## src/rtl/alu_pipe_pkg.sv

```systemverilog
// Shared definitions for the alu_pipe result stage: op-code encodings and the flag bundle.
// The optional saturating ADD/SUB behaviour is selected by the ALU_SAT_EN macro (see alu_core).
package alu_pipe_pkg;

  localparam int OP_W = 3;

  localparam logic [OP_W-1:0] OP_PASS = 3'b000;
  localparam logic [OP_W-1:0] OP_ADD  = 3'b001;
  localparam logic [OP_W-1:0] OP_AND  = 3'b010;
  localparam logic [OP_W-1:0] OP_NOT  = 3'b011;
  localparam logic [OP_W-1:0] OP_SUB  = 3'b100;
  localparam logic [OP_W-1:0] OP_OR   = 3'b101;
  localparam logic [OP_W-1:0] OP_XOR  = 3'b110;
  localparam logic [OP_W-1:0] OP_SHL  = 3'b111;

  typedef struct packed {
    logic carry;
    logic zero;
    logic negative;
  } flags_t;

endpackage

```

## src/rtl/alu_pipe_if.sv

```systemverilog
// Operand/op request channel and result/flag response channel of the alu_pipe stage.
// master drives operands and consumes results; slave is the ALU stage itself.
interface alu_pipe_if #(
  parameter int WIDTH = 8
);

  logic                            in_valid;
  logic                            in_ready;
  logic [WIDTH-1:0]                a;
  logic [WIDTH-1:0]                b;
  logic [alu_pipe_pkg::OP_W-1:0]   op;
  logic                            use_acc;
  logic                            acc_clr;
  logic                            out_valid;
  logic                            out_ready;
  logic [WIDTH-1:0]                result;
  logic                            carry;
  logic                            zero;
  logic                            negative;

  modport master (
    output in_valid, a, b, op, use_acc, acc_clr, out_ready,
    input  in_ready, out_valid, result, carry, zero, negative
  );

  modport slave (
    input  in_valid, a, b, op, use_acc, acc_clr, out_ready,
    output in_ready, out_valid, result, carry, zero, negative
  );

endinterface

```

## src/rtl/alu_pipe_core.sv

```systemverilog
// alu_core: purely combinational 8-way op decode producing result and raw carry/borrow.
// With ALU_SAT_EN defined ADD clamps to all-ones on carry and SUB clamps to zero on borrow.
module alu_core
  import alu_pipe_pkg::*;
#(
  parameter int WIDTH = 8
) (
  input  logic [WIDTH-1:0] a_i,
  input  logic [WIDTH-1:0] b_i,
  input  logic [OP_W-1:0]  op_i,
  output logic [WIDTH-1:0] res_o,
  output logic             carry_o
);

  localparam int SH_W = (WIDTH > 1) ? $clog2(WIDTH) : 1;

  logic [WIDTH:0]  sum;
  logic [WIDTH:0]  diff;
  logic [SH_W-1:0] shamt;

  // Extra MSB of the difference is the unsigned borrow (A < B).
  assign sum   = {1'b0, a_i} + {1'b0, b_i};
  assign diff  = {1'b0, a_i} - {1'b0, b_i};
  assign shamt = b_i[SH_W-1:0];

  always_comb begin
    res_o   = '0;
    carry_o = 1'b0;
    case (op_i)
      OP_PASS: res_o = a_i;
      OP_ADD: begin
        carry_o = sum[WIDTH];
`ifdef ALU_SAT_EN
        res_o   = sum[WIDTH] ? {WIDTH{1'b1}} : sum[WIDTH-1:0];
`else
        res_o   = sum[WIDTH-1:0];
`endif
      end
      OP_AND:  res_o = a_i & b_i;
      OP_NOT:  res_o = ~a_i;
      OP_SUB: begin
        carry_o = diff[WIDTH];
`ifdef ALU_SAT_EN
        res_o   = diff[WIDTH] ? '0 : diff[WIDTH-1:0];
`else
        res_o   = diff[WIDTH-1:0];
`endif
      end
      OP_OR:   res_o = a_i | b_i;
      OP_XOR:  res_o = a_i ^ b_i;
      OP_SHL:  res_o = a_i << shamt;
      default: res_o = '0;
    endcase
  end

endmodule

```

## src/rtl/alu_pipe.sv

```systemverilog
// alu_pipe: registered ALU result stage with valid/ready handshake and a chaining accumulator.
// Optional saturating arithmetic is enabled by defining ALU_SAT_EN (handled in alu_core).
module alu_pipe
  import alu_pipe_pkg::*;
#(
  parameter int WIDTH = 8
) (
  input  logic       clk,
  input  logic       rst,
  alu_pipe_if.slave  bus
);

  logic             out_valid_q, out_valid_d;
  logic [WIDTH-1:0] result_q, result_d;
  logic [WIDTH-1:0] acc_q, acc_d;
  flags_t           flags_q, flags_d;

  logic             accept;
  logic [WIDTH-1:0] a_eff;
  logic [WIDTH-1:0] core_res;
  logic             core_carry;

  assign bus.in_ready = !out_valid_q || bus.out_ready;
  assign accept       = bus.in_valid && bus.in_ready;

  // acc_clr in the same cycle as a chained op makes that op see a zero operand.
  assign a_eff = bus.use_acc ? (bus.acc_clr ? '0 : acc_q) : bus.a;

  alu_core #(
    .WIDTH (WIDTH)
  ) u_core (
    .a_i     (a_eff),
    .b_i     (bus.b),
    .op_i    (bus.op),
    .res_o   (core_res),
    .carry_o (core_carry)
  );

  always_comb begin
    out_valid_d = out_valid_q;
    result_d    = result_q;
    flags_d     = flags_q;
    acc_d       = acc_q;
    if (accept) begin
      out_valid_d      = 1'b1;
      result_d         = core_res;
      flags_d.carry    = core_carry;
      flags_d.zero     = (core_res == '0);
      flags_d.negative = core_res[WIDTH-1];
      acc_d            = core_res;
    end else begin
      if (out_valid_q && bus.out_ready) begin
        out_valid_d = 1'b0;
      end
      if (bus.acc_clr) begin
        acc_d = '0;
      end
    end
  end

  // Result stage boundary: everything below is held in registers.
  always_ff @(posedge clk) begin
    if (rst) begin
      out_valid_q <= 1'b0;
      result_q    <= '0;
      flags_q     <= '0;
      acc_q       <= '0;
    end else begin
      out_valid_q <= out_valid_d;
      result_q    <= result_d;
      flags_q     <= flags_d;
      acc_q       <= acc_d;
    end
  end

  assign bus.out_valid = out_valid_q;
  assign bus.result    = result_q;
  assign bus.carry     = flags_q.carry;
  assign bus.zero      = flags_q.zero;
  assign bus.negative  = flags_q.negative;

endmodule

```

## src/flat_wrapper.sv

```systemverilog
// flat-port wrapper written by rule: the top's interface ports become plain ports
module alu_pipe_flat import alu_pipe_pkg::*;
#(
  parameter int WIDTH = 8
)
  (clk, rst, bus_in_valid, bus_a, bus_b, bus_op, bus_use_acc, bus_acc_clr, bus_out_ready, bus_in_ready, bus_out_valid, bus_result, bus_carry, bus_zero, bus_negative);
  alu_pipe_if #(.WIDTH(WIDTH)) bus_i ();
  input  logic clk;
  input  logic rst;
  input wire logic [$bits(bus_i.in_valid)-1:0] bus_in_valid;
  input wire logic [$bits(bus_i.a)-1:0] bus_a;
  input wire logic [$bits(bus_i.b)-1:0] bus_b;
  input wire logic [$bits(bus_i.op)-1:0] bus_op;
  input wire logic [$bits(bus_i.use_acc)-1:0] bus_use_acc;
  input wire logic [$bits(bus_i.acc_clr)-1:0] bus_acc_clr;
  input wire logic [$bits(bus_i.out_ready)-1:0] bus_out_ready;
  output wire logic [$bits(bus_i.in_ready)-1:0] bus_in_ready;
  output wire logic [$bits(bus_i.out_valid)-1:0] bus_out_valid;
  output wire logic [$bits(bus_i.result)-1:0] bus_result;
  output wire logic [$bits(bus_i.carry)-1:0] bus_carry;
  output wire logic [$bits(bus_i.zero)-1:0] bus_zero;
  output wire logic [$bits(bus_i.negative)-1:0] bus_negative;
  assign bus_i.in_valid = bus_in_valid;
  assign bus_i.a = bus_a;
  assign bus_i.b = bus_b;
  assign bus_i.op = bus_op;
  assign bus_i.use_acc = bus_use_acc;
  assign bus_i.acc_clr = bus_acc_clr;
  assign bus_i.out_ready = bus_out_ready;
  assign bus_in_ready = bus_i.in_ready;
  assign bus_out_valid = bus_i.out_valid;
  assign bus_result = bus_i.result;
  assign bus_carry = bus_i.carry;
  assign bus_zero = bus_i.zero;
  assign bus_negative = bus_i.negative;
  alu_pipe #(.WIDTH(WIDTH)) u_core (.clk(clk), .rst(rst), .bus(bus_i));
endmodule
```

## config.mk

```make
export PLATFORM = sky130hd
export DESIGN_NAME = alu_pipe_flat
export DESIGN_NICKNAME = d
export VERILOG_FILES = /design/src/rtl/alu_pipe_pkg.sv /design/src/rtl/alu_pipe_if.sv /design/src/rtl/alu_pipe_core.sv /design/src/rtl/alu_pipe.sv /design/src/flat_wrapper.sv
export SDC_FILE = /design/constraint.sdc
export NUM_CORES = 1
export LEC_CHECK = 0
export CAP_MARGIN = 20
export CORE_MARGIN = 2
export CORE_UTILIZATION = 25
export CTS_BUF_LIST = sky130_fd_sc_hd__clkbuf_4 sky130_fd_sc_hd__clkbuf_8 sky130_fd_sc_hd__clkbuf_16
export DETAILED_ROUTE_END_ITERATION = 10
export DONT_BUFFER_PORTS = 1
export GPL_ROUTABILITY_DRIVEN = 0
export PLACE_DENSITY = 0.38
export SLEW_MARGIN = 40
export SYNTH_ARGS = -nofsm -noshare
export SYNTH_HDL_FRONTEND = slang
export SYNTH_HIERARCHICAL = 1
export SYNTH_SLANG_ARGS = --single-unit
```

## constraint.sdc

```tcl
create_clock -name clk -period 8.25 [get_ports clk]
set_input_delay 2.475 -clock clk [delete_from_list [all_inputs] [get_ports clk]]
set_output_delay 2.475 -clock clk [all_outputs]
set_load 0.01 [all_outputs]
```

Yosys cells after proc, flatten, opt, wreduce, memory -nomap -nowiden
Cells that the tools add are included.

word-level totals
  input port bits = 25
  output and inout port bits = 13
  bits in read-only memories = 0
  bits in latches = 0
  memory bits (writable) = 0
  memories kept = 0
  flip-flop bits (word level) = 20

cells by class
  multipliers = 0
  equal/unequal tests = 7
  shift operators = 1
  magnitude comparators = 0
  bitwise gates (word level) = 4
  $add $sub $neg = 2
  div/mod/pow operators = 0
  reductions and logical operators = 7
  multiplexer cells = 7

operator list
  operator                                                          number
  8-bit case mux with 8 select lines                                1
  8-bit two-way mux                                                 3
  3-bit == test (second input constant)                             4
  8-bit by 8-bit adder with 9-bit output                            1
  8-bit by 8-bit subtractor with 9-bit output                       1
  8-bit bitwise AND                                                 1
  8-bit zero test                                                   1
  8-bit inverter                                                    1
  8-bit bitwise OR                                                  1
  8-bit by 3-bit << shifter with 8-bit output                       1
  8-bit XOR                                                         1
  3-bit by 2-bit == test with 1-bit output (second input constant)  2
  3-bit by 1-bit == test with 1-bit output (second input constant)  1
  3-bit zero test                                                   1
  1-bit logical AND                                                 2
  1-bit two-way mux                                                 2
  1-bit case mux with 2 select lines                                1
  2-bit nonzero test                                                1
  1-bit zero test                                                   1
  1-bit logical OR                                                  1

Logic depth before layout (Yosys ltp)
Gate-level depths: netlist of the first run.

  depth in word-level cells = 5
  depth in mapped cells = 13
  mapped depth without buffers = 13

Cells and area by module
Netlist of the first run, hierarchy kept.

by module, submodules not included
  module    cells each  instances  area an instance (µm²)  seq. area each (µm²)
  alu_core  227         1          1,644.1                 0.0
  alu_pipe  96          1          912.1                   380.4

Worst setup path after synthesis of the first run
No wires, ideal clock.

  path kind = input -> output
  from = input port bus_out_ready
  to = output port bus_in_ready
  buffers on the path = 2
  setup slack = 2.918 ns
  arrival = 2.857 ns
  cell stages on the path = 4
  cell sequence = nor2b_4 buf_6 inv_6 buf_12

between the ends
  longest elaborated chain between the ends = 1

RTL lines
  what              RTL line            RTL
  start, declared   flat_wrapper.sv:16  input wire logic [$bits(bus_i.out_ready)-1:0] bus_out_ready;
  1-bit logical OR  alu_pipe.sv:23      assign bus.in_ready = !out_valid_q || bus.out_ready;
  end, declared     flat_wrapper.sv:17  output wire logic [$bits(bus_i.in_ready)-1:0] bus_in_ready;

No other way between the ends.

Worst setup path after layout of the first run
Same ends and word-level chain as after synthesis.

==> results of run 1 <==
state kept, by name, summed over array words and instances (netlist names):
signal                cells
u_core/bus.carry          1
u_core/bus.zero           1
u_core/bus.out_valid      1
u_core/bus.result         8
u_core/acc_q              8
layout make-up:
cell class / count / share of cell area (%)
Sequential cell: 19 / 14.55
Inverter: 26 / 3.925
Multi-Input combinational cell: 255 / 73.29
Tap cell: 133 / 6.367
Clock buffer: 4 / 1.867
metrics by stage:
step	worst slack (ps)	total power, uW	utilization (%)
after global routing	2716	320.1	26.50
final	2761	299.4	26.50
after CTS	2764	300.6	26.50
after floorplan	2918	214.0	-
after global placement	2775	232.5	26.00
after detailed placement	2765	231.0	26.00
cells by family (layout without fill, tap and decap cells):
| group | Yosys count | after routing |
|---|---|---|
| AOI/OAI and AO/OA | 109 | 109 |
| xor gates and xnor gates | 4 | 4 |
| adders and majority gates | 27 | 27 |
| buffers and inverters | 49 | 30 |
| DFF | 19 | 19 |
| muxes | 24 | 24 |
| and+or+nand+nor | 91 | 91 |
routing by layer:
layer / GRT usage (%) / routed length [um] / up-vias
met3: 2.932 / 417 / 2
met2: 22.82 / 3625 / 56
met5: 0 / 0 / -
met4: 1.238 / 8 / 0
met1: 20.52 / 3788 / 1092
li1: - / - / 1134
synth_stat cells (2+ instances only):
master      n  area share [%]
or3_1       2            0.49
nand3b_1    3            0.88
nor3b_1     2            0.59
buf_2      12             2.3
o32ai_1     2            0.69
a21o_1      2            0.59
clkbuf_2    2            0.39
ha_1       25              12
fa_1        2             1.6
mux4_2      3             2.6
nand2_1    12             1.8
a21oi_1    33             6.5
o311ai_0    2            0.69
a22oi_1     2            0.59
xor2_1      3             1.0
and2_0      3            0.73
nor4_1      2            0.49
o21a_1      2            0.59
o21ai_1    10             2.0
nor2b_1    12             2.9
nand3_2     6             2.3
a31oi_1     5             1.2
nor3_1      3            0.59
dfxtp_1    19              15
o221ai_1    2            0.69
mux4_1      2             2.1
or2_2       3            0.73
mux2i_1     8             3.1
nor2_1     24             3.5
a211oi_1    4             1.2
mux2_2     11             4.8
o21bai_1    3            0.88
nand3_1     5            0.98
buf_4       4             1.2
a221oi_1    3             1.0
o22a_1      2            0.69
inv_1      24             3.5
buf_6       3             1.3
nand2b_1    8             2.0
o21ai_0    21             4.1
o22ai_1     4            0.98
o2bb2ai_1   3             1.0
o211ai_1    2            0.59
path summary, 6_finish.rpt:
check                                    start                           endpoint  slack [ps]  cells after the start
max reg2reg         u_core/acc_q[0]$_SDFF_PP0_       u_core/bus.zero$_SDFFE_PP0P_        4990                     12
min          u_core/bus.result[0]$_SDFFE_PP0P_  u_core/bus.result[0]$_SDFFE_PP0P_         520                      2
min reg2reg  u_core/bus.result[0]$_SDFFE_PP0P_  u_core/bus.result[0]$_SDFFE_PP0P_         520                      2
max                              bus_out_ready                       bus_in_ready        2760                      2
report_power, final:
part	total (uW)	leakage (uW)	switching [uW]	internal [uW]
sequential	103	0.000156	4.61	98.2
clock	69.2	0.0000262	31.5	37.6
combinational	127	0.000821	74.8	52.6
==> impl_metrics.ini, run 1 <==
[outcome]
status = finished, final reports clean

[yosys]
synth_fp_nets = 375
synth_cell_type_count = 61
yosys_warnings = 6
synthSimpleGateAreaFrac_pct = 20.36
async_reset_ff_share_pct = 0
synthCells = 323
syn_area_per_cell_sq_um = 7.914
syn-cell-area_sq_um = 2556
synth_edf_count = 0
synth_fa_ha_area_share_pct = 13.80
synth_compound_area_share_pct = 26.73
synth-xor-area-share_pct = 1.371
synthMuxAreaShare_pct = 12.68
synth_top_family_by_area = compound AO/OA/AOI/OAI gates
ys.flop_type = dfxtp_1
yosysSeqAreaShare_pct = 14.88
yosys_register_bits = 19

[cts]
hold_buffers = 0
clockRootBuffer = clkbuf_8
clock_latency_ps = 260
cts_buffers = 3
cts_max_level = 1
clock-sinks = 19
clk_pin_slew_ps = 70
cts_resized = 0
cts_tree = built
clk_path_buf_depth = 2
cts_setup_buffers = 0

[sta]
finalSetupViolCount = 0
worst_slew_pin_slew_ps = 706.6
finClkSkew_ps = 3.891
relSlewSlack_pct = 52.29
hold_viol = 0
finalCritPeriodShare_pct = 66.53
holdWs_ps = 517.4
drv_slew = 0
rsz0062_at_grt = no
fmax_ghz = 0.1822
tns_ps = 0
layout_min_cycle_time_ps = 5489

[global_route]
grt_pass1_vias = 2203
grt_use_total_pct = 14.29
grt_overflow_total = 0
grt_pass1_wl_um = 12660
grt_max_degree = 28
grt_antenna_before_repair = 0

[layout]
final_cell_mix = 33 x a21oi_1, 25 x ha_1, 24 x inv_1, 24 x nor2_1, 21 x o21ai_0
multi_input_area_sq_um = 1916
ff_latch_area_sq_um = 380.4
areaGrowthSynthToFinish_pct = 2.252
design_area_sq_um = 2614
layout_commonest_cell = a21oi_1
antenna_cells = 0
nFillCells = 1103
final_cells = 437
nNetsFinal = 357
final_layout_size_suffix_gt1_share_pct = 11.51

[drt]
viasPerCell = 5.227
via_count = 2284
drtPass1Iterations = 4
remaining_drc_errors = 0
dr.first_iter.drc_count = 150
wl_um = 7839
wl_per_cell_um = 17.94
ant_nets = 0

[power_and_ir_drop]
peakVddDrop_mv = 0.04518
leakagePower_uw = 0.001003
power.density_nw_per_um2 = 114.5

[placed_design]
dp_hpwl_um = 6082
place_area_sq_um = 2565
portBuffers = 0
dpl.cell_count = 433

[min_path]
holdCritPathClass = reg -> reg

[setup_path]
worstSetupStartpointType = input port
cp.arrival_ps = 3010
worstPathRequired_ps = 5780
cp_top_family = simple AND/OR/NAND/NOR gates
crit_slowest_cell = nor2b_4
crit_path_max_incr_delay_ps = 390
crit_chain = nor2b_4 > inv_6
path_buf_inv = 1
worstSetupPathType = in -> out
worstPathMaxFanout = 19
worstSetupEndpointType = primary output

[floorplanning]
num_io_pins = 38
fp.dieArea_sq_um = 11050
initial_utilization_pct = 25.91
die_w_um = 105.1
core_sq_um = 9864
die_h_um = 105.1
rows = 36

[job]
maxCapViolCount = 0
Note: power is estimated with default switching activity, not from simulation.
==> run 2, diff against run 1 <==
==> constraint.sdc (replaced) <==
create_clock -name clk -period 5.6 [get_ports clk]
set_input_delay 1.68 -clock clk [delete_from_list [all_inputs] [get_ports clk]]
set_output_delay 1.68 -clock clk [all_outputs]
set_load 0.01 [all_outputs]
==> impl_metrics.ini, run 2 (synthesis results as in run 1) <==
[sta]
tns_ps = 0
fmax_ghz = 0.2277
finalCritPeriodShare_pct = 78.43
drv_slew = 0
finClkSkew_ps = 2.767
relSlewSlack_pct = 55.25
worst_slew_pin_slew_ps = 662.8
timing.final.ws_setup_ps = 1208
layout_min_cycle_time_ps = 4392
rsz0062_at_grt = no
hold_viol = 0
finalSetupViolCount = 0

[drt]
via_count = 2248
drtPass1Iterations = 4
viasPerCell = 5.144
wl_um = 8087
wl_per_cell_um = 18.51
remaining_drc_errors = 0
ant_nets = 0
dr.first_iter.drc_count = 121

[global_route]
grtUsageMet3_pct = 2.371
grt_pass1_vias = 2173
busiest_layer = met2
use_met2_pct = 22.54
grt_util_met1_pct = 21.13
grt_max_degree = 28
grt_use_total_pct = 14.34
grt_pass1_wl_um = 12680
grt_antenna_before_repair = 0
grt_overflow_total = 0

[cts]
clock-sinks = 19
cts_max_level = 1
clk_pin_slew_ps = 70
clock_latency_ps = 260
clockRootBuffer = clkbuf_8
clk_path_buf_depth = 2
hold_buffers = 0
cts_buffers = 3
cts_resized = 0
cts_tree = built
cts_setup_buffers = 0

[power_and_ir_drop]
power.density_nw_per_um2 = 168.6
switchingPower_uw = 163.2
p_int_uw = 277.6
power.share.clock_pct = 23.1
combPwrFrac_pct = 42.4
peakVddDrop_mv = 0.09645
leakagePower_uw = 0.001003
seqPwrFrac_pct = 34.5
p_sw_share_pct = 37.03

[setup_path]
worstPathMaxFanout = 8
worstPathRequired_ps = 5800
worstSetupEndpointType = flip-flop
worstSetupStartpointType = input port
cp.arrival_ps = 4590
reg2reg_slack_ps = 2250
worstSetupPathType = in -> reg

[layout]
areaGrowthSynthToFinish_pct = 2.252
nNetsFinal = 357
final_cell_mix = 33 x a21oi_1, 25 x ha_1, 24 x inv_1, 24 x nor2_1, 21 x o21ai_0
layout_commonest_cell = a21oi_1
fin_util_pct = 26.50
antenna_cells = 0
final_layout_size_suffix_gt1_share_pct = 11.51

[floorplanning]
num_io_pins = 38
die_w_um = 105.1
fp.dieArea_sq_um = 11050
rows = 36
core_sq_um = 9864
die_h_um = 105.1
initial_utilization_pct = 25.91

[outcome]
status = finished, final reports clean

[placed_design]
place_ws_ps = 969.0
portBuffers = 0
dp_hpwl_um = 6220

[job]
maxCapViolCount = 0

[min_path]
holdCritPathClass = reg -> reg
## run 2: path summary, 6_finish.rpt
kind	end	from	cells past startpoint
worst min-delay path	u_core/bus.carry$_SDFFE_PP0P_	u_core/bus.carry$_SDFFE_PP0P_	2
worst max-delay path	u_core/bus.zero$_SDFFE_PP0P_	bus_use_acc	11
worst min register to register	u_core/bus.carry$_SDFFE_PP0P_	u_core/bus.carry$_SDFFE_PP0P_	2
worst max register to register	u_core/bus.zero$_SDFFE_PP0P_	u_core/acc_q[0]$_SDFF_PP0_	12
## run 2: power groups by stage
stage	Sequential [uW]	Clock (uW)	Combinational [uW]
after floorplan	153	0	162
after global placement	155	0	187
after detailed placement	155	0	186
after CTS	152	104	187
after global routing	153	111	208
final	152	102	187
## run 2: per-layer routing
| layer | vias to the layer above | wire length [um] |
|---|---|---|
| li1 | 1132 | - |
| met1 | 1065 | 4042 |
| met2 | 47 | 3680 |
| met3 | 4 | 341 |
| met4 | 0 | 23 |
| met5 | - | 0 |
## run 2: worst max-delay path, cell delays in order
cell and delay (ps):
mux2_2 360, ha_1 270, fa_1 450, a211oi_1 320, o21ai_1 210, mux2i_1 180, a2111oi_2 380, o22ai_1 190
nor4_1 280, nand4_2 150, a21oi_2 120
## run 2: stage by stage
step | std cells | power (uW) | cell area, sq um | hold slack, ps
after floorplan | 323 | 315.3 | 2556 | 498.4
after global placement | 433 | 342.5 | 2565 | 504.6
after detailed placement | 433 | 341.1 | 2565 | 509.4
after CTS | 437 | 443.2 | 2614 | 519.8
after global routing | 437 | 471.8 | 2614 | 541.0
final | 437 | 440.8 | 2614 | 517.8
## run 2: area by class of cell
class	instances	area, sq um
fillers	1088	7251
multi-input cells	255	1916
flip-flops and latches	19	380.4
well taps	133	166.4
inverters	26	102.6
clock buffers	4	48.80
==> run 3, diff against run 2 <==
==> constraint.sdc (replaced) <==
create_clock -name clk -period 4.35 [get_ports clk]
set_input_delay 1.305 -clock clk [delete_from_list [all_inputs] [get_ports clk]]
set_output_delay 1.305 -clock clk [all_outputs]
set_load 0.01 [all_outputs]
==> impl_metrics.ini, run 3 (synthesis results as in run 1) <==
[global_route]
grt_antenna_before_repair = 0
grt_pass1_vias = 2234
grt_use_total_pct = 14.70
grt_overflow_total = 0
grt_max_degree = 28
grt_pass1_wl_um = 12970

[sta]
finalSetupViolCount = 0
layout_min_cycle_time_ps = 4020
finClkSkew_ps = 5.475
drv_slew = 0
worst_slew_pin_slew_ps = 660.0
finalCritPeriodShare_pct = 92.41
fmax_ghz = 0.2488
hold_viol = 0
tns_ps = 0
rsz0062_at_grt = no
relSlewSlack_pct = 55.44

[drt]
drtPass1Iterations = 4
wl_per_cell_um = 18.71
via_count = 2357
wl_um = 8309
dr.first_iter.drc_count = 117
viasPerCell = 5.309
ant_nets = 0
remaining_drc_errors = 0

[setup_path]
cp_top_family = compound AO/OA/AOI/OAI gates
worstSetupEndpointType = flip-flop
crit_path_max_incr_delay_ps = 440
worstSetupStartpointType = input port
worstSetupPathType = in -> reg
worstPathMaxFanout = 8
path_buf_inv = 0
crit_slowest_cell = fa_1
worstPathRequired_ps = 4550
cp.arrival_ps = 4220
crit-reg2reg-launch = u_core/acc_q[0]$_SDFF_PP0_
crit_chain = mux2_2 > ha_1 > fa_1 > a211oi_1 > o21ai_1 > mux2i_1 > a2111oi_2 > o22ai_1 > nor4_1 > nand4_2 > a21oi_2
cp-startpoint = bus_use_acc

[placed_design]
portBuffers = 0
dpl.cell_count = 440
dp_hpwl_um = 6528

[min_path]
holdCritPathClass = reg -> reg
hold_start = u_core/bus.carry$_SDFFE_PP0P_

[cts]
cts_setup_buffers = 0
cts_tree = built
clk_path_buf_depth = 2
clock-sinks = 19
cts_max_level = 1
hold_buffers = 0
cts_resized = 0
clock_latency_ps = 260
clockRootBuffer = clkbuf_8
clk_pin_slew_ps = 80
cts_buffers = 3

[power_and_ir_drop]
power.density_nw_per_um2 = 214.7
p_int_uw = 356.4
power.share.clock_pct = 21.7
p_sw_share_pct = 37.67
switchingPower_uw = 215.4
leakagePower_uw = 0.001037
seqPwrFrac_pct = 34.2
combPwrFrac_pct = 44.1
peakVddDrop_mv = 0.1007

[floorplanning]
rows = 36
num_io_pins = 38
initial_utilization_pct = 25.91
die_h_um = 105.1
fp.dieArea_sq_um = 11050
core_sq_um = 9864
die_w_um = 105.1

[layout]
nNetsFinal = 364
final_cell_mix = 33 x a21oi_1, 25 x ha_1, 24 x inv_1, 24 x nor2_1, 21 x o21ai_0
final_cells = 444
layout_commonest_cell = a21oi_1
areaGrowthSynthToFinish_pct = 4.209
final_layout_size_suffix_gt1_share_pct = 13.50
antenna_cells = 0

[outcome]
status = finished, final reports clean

[job]
maxCapViolCount = 0
## run 3: layout make-up
class,count,area [sq um]
Sequential cell,19,380.4
Tap cell,133,166.4
Clock buffer,3,41.29
Multi-Input combinational cell,255,1916
Clock inverter,1,5.005
Timing Repair Buffer,7,52.55
Fill cell,1093,7201
Inverter,26,102.6
## run 3: path summary, 6_finish.rpt
path	endpoint	slack, ps	cells after the start
max	u_core/bus.zero$_SDFFE_PP0P_	330	11
min	u_core/bus.carry$_SDFFE_PP0P_	520	2
max reg2reg	u_core/bus.zero$_SDFFE_PP0P_	1010	12
min reg2reg	u_core/bus.carry$_SDFFE_PP0P_	520	2
## run 3: worst min-delay path, delay by kind of cell, from the launching register on
family             cells  cell delay [ps]
DFF                    1              340
AOI/OAI and AO/OA      2              140
## run 3: power groups by stage
stage | logic, uW | registers [uW] | clock network, uW
final | 252 | 196 | 124
after global routing | 278 | 197 | 135
after CTS | 251 | 196 | 128
after detailed placement | 249 | 200 | 0
after global placement | 252 | 200 | 0
after floorplan | 208 | 197 | 0
## run 3: layer usage
metal / GRT usage [%] / up-vias / share of wire [%]
li1: - / 1145 / -
met1: 21.31 / 1146 / 50
met2: 23.70 / 62 / 45
met3: 2.371 / 4 / 4.6
met4: 1.238 / 0 / 0.46
met5: 0 / - / 0
## run 3: through the flow
| stage | hold WS [ps] | setup WS [ps] | utilization (%) | total power [uW] | instance area, sq um |
|---|---|---|---|---|---|
| 2_1_floorplan | 498.4 | 262.2 | - | 405.9 | 2556 |
| 3_3_place_gp | 505.7 | 170.9 | 26.53 | 452.6 | 2618 |
| 3_5_place_dp | 508.4 | 115.4 | 26.53 | 449.0 | 2618 |
| 4_1_cts | 519.4 | 383.1 | 27.00 | 574.7 | 2664 |
| 5_1_grt | 547.2 | 198.7 | 27.00 | 609.6 | 2664 |
| 6_report | 516.5 | 330.0 | 27.00 | 571.8 | 2664 |
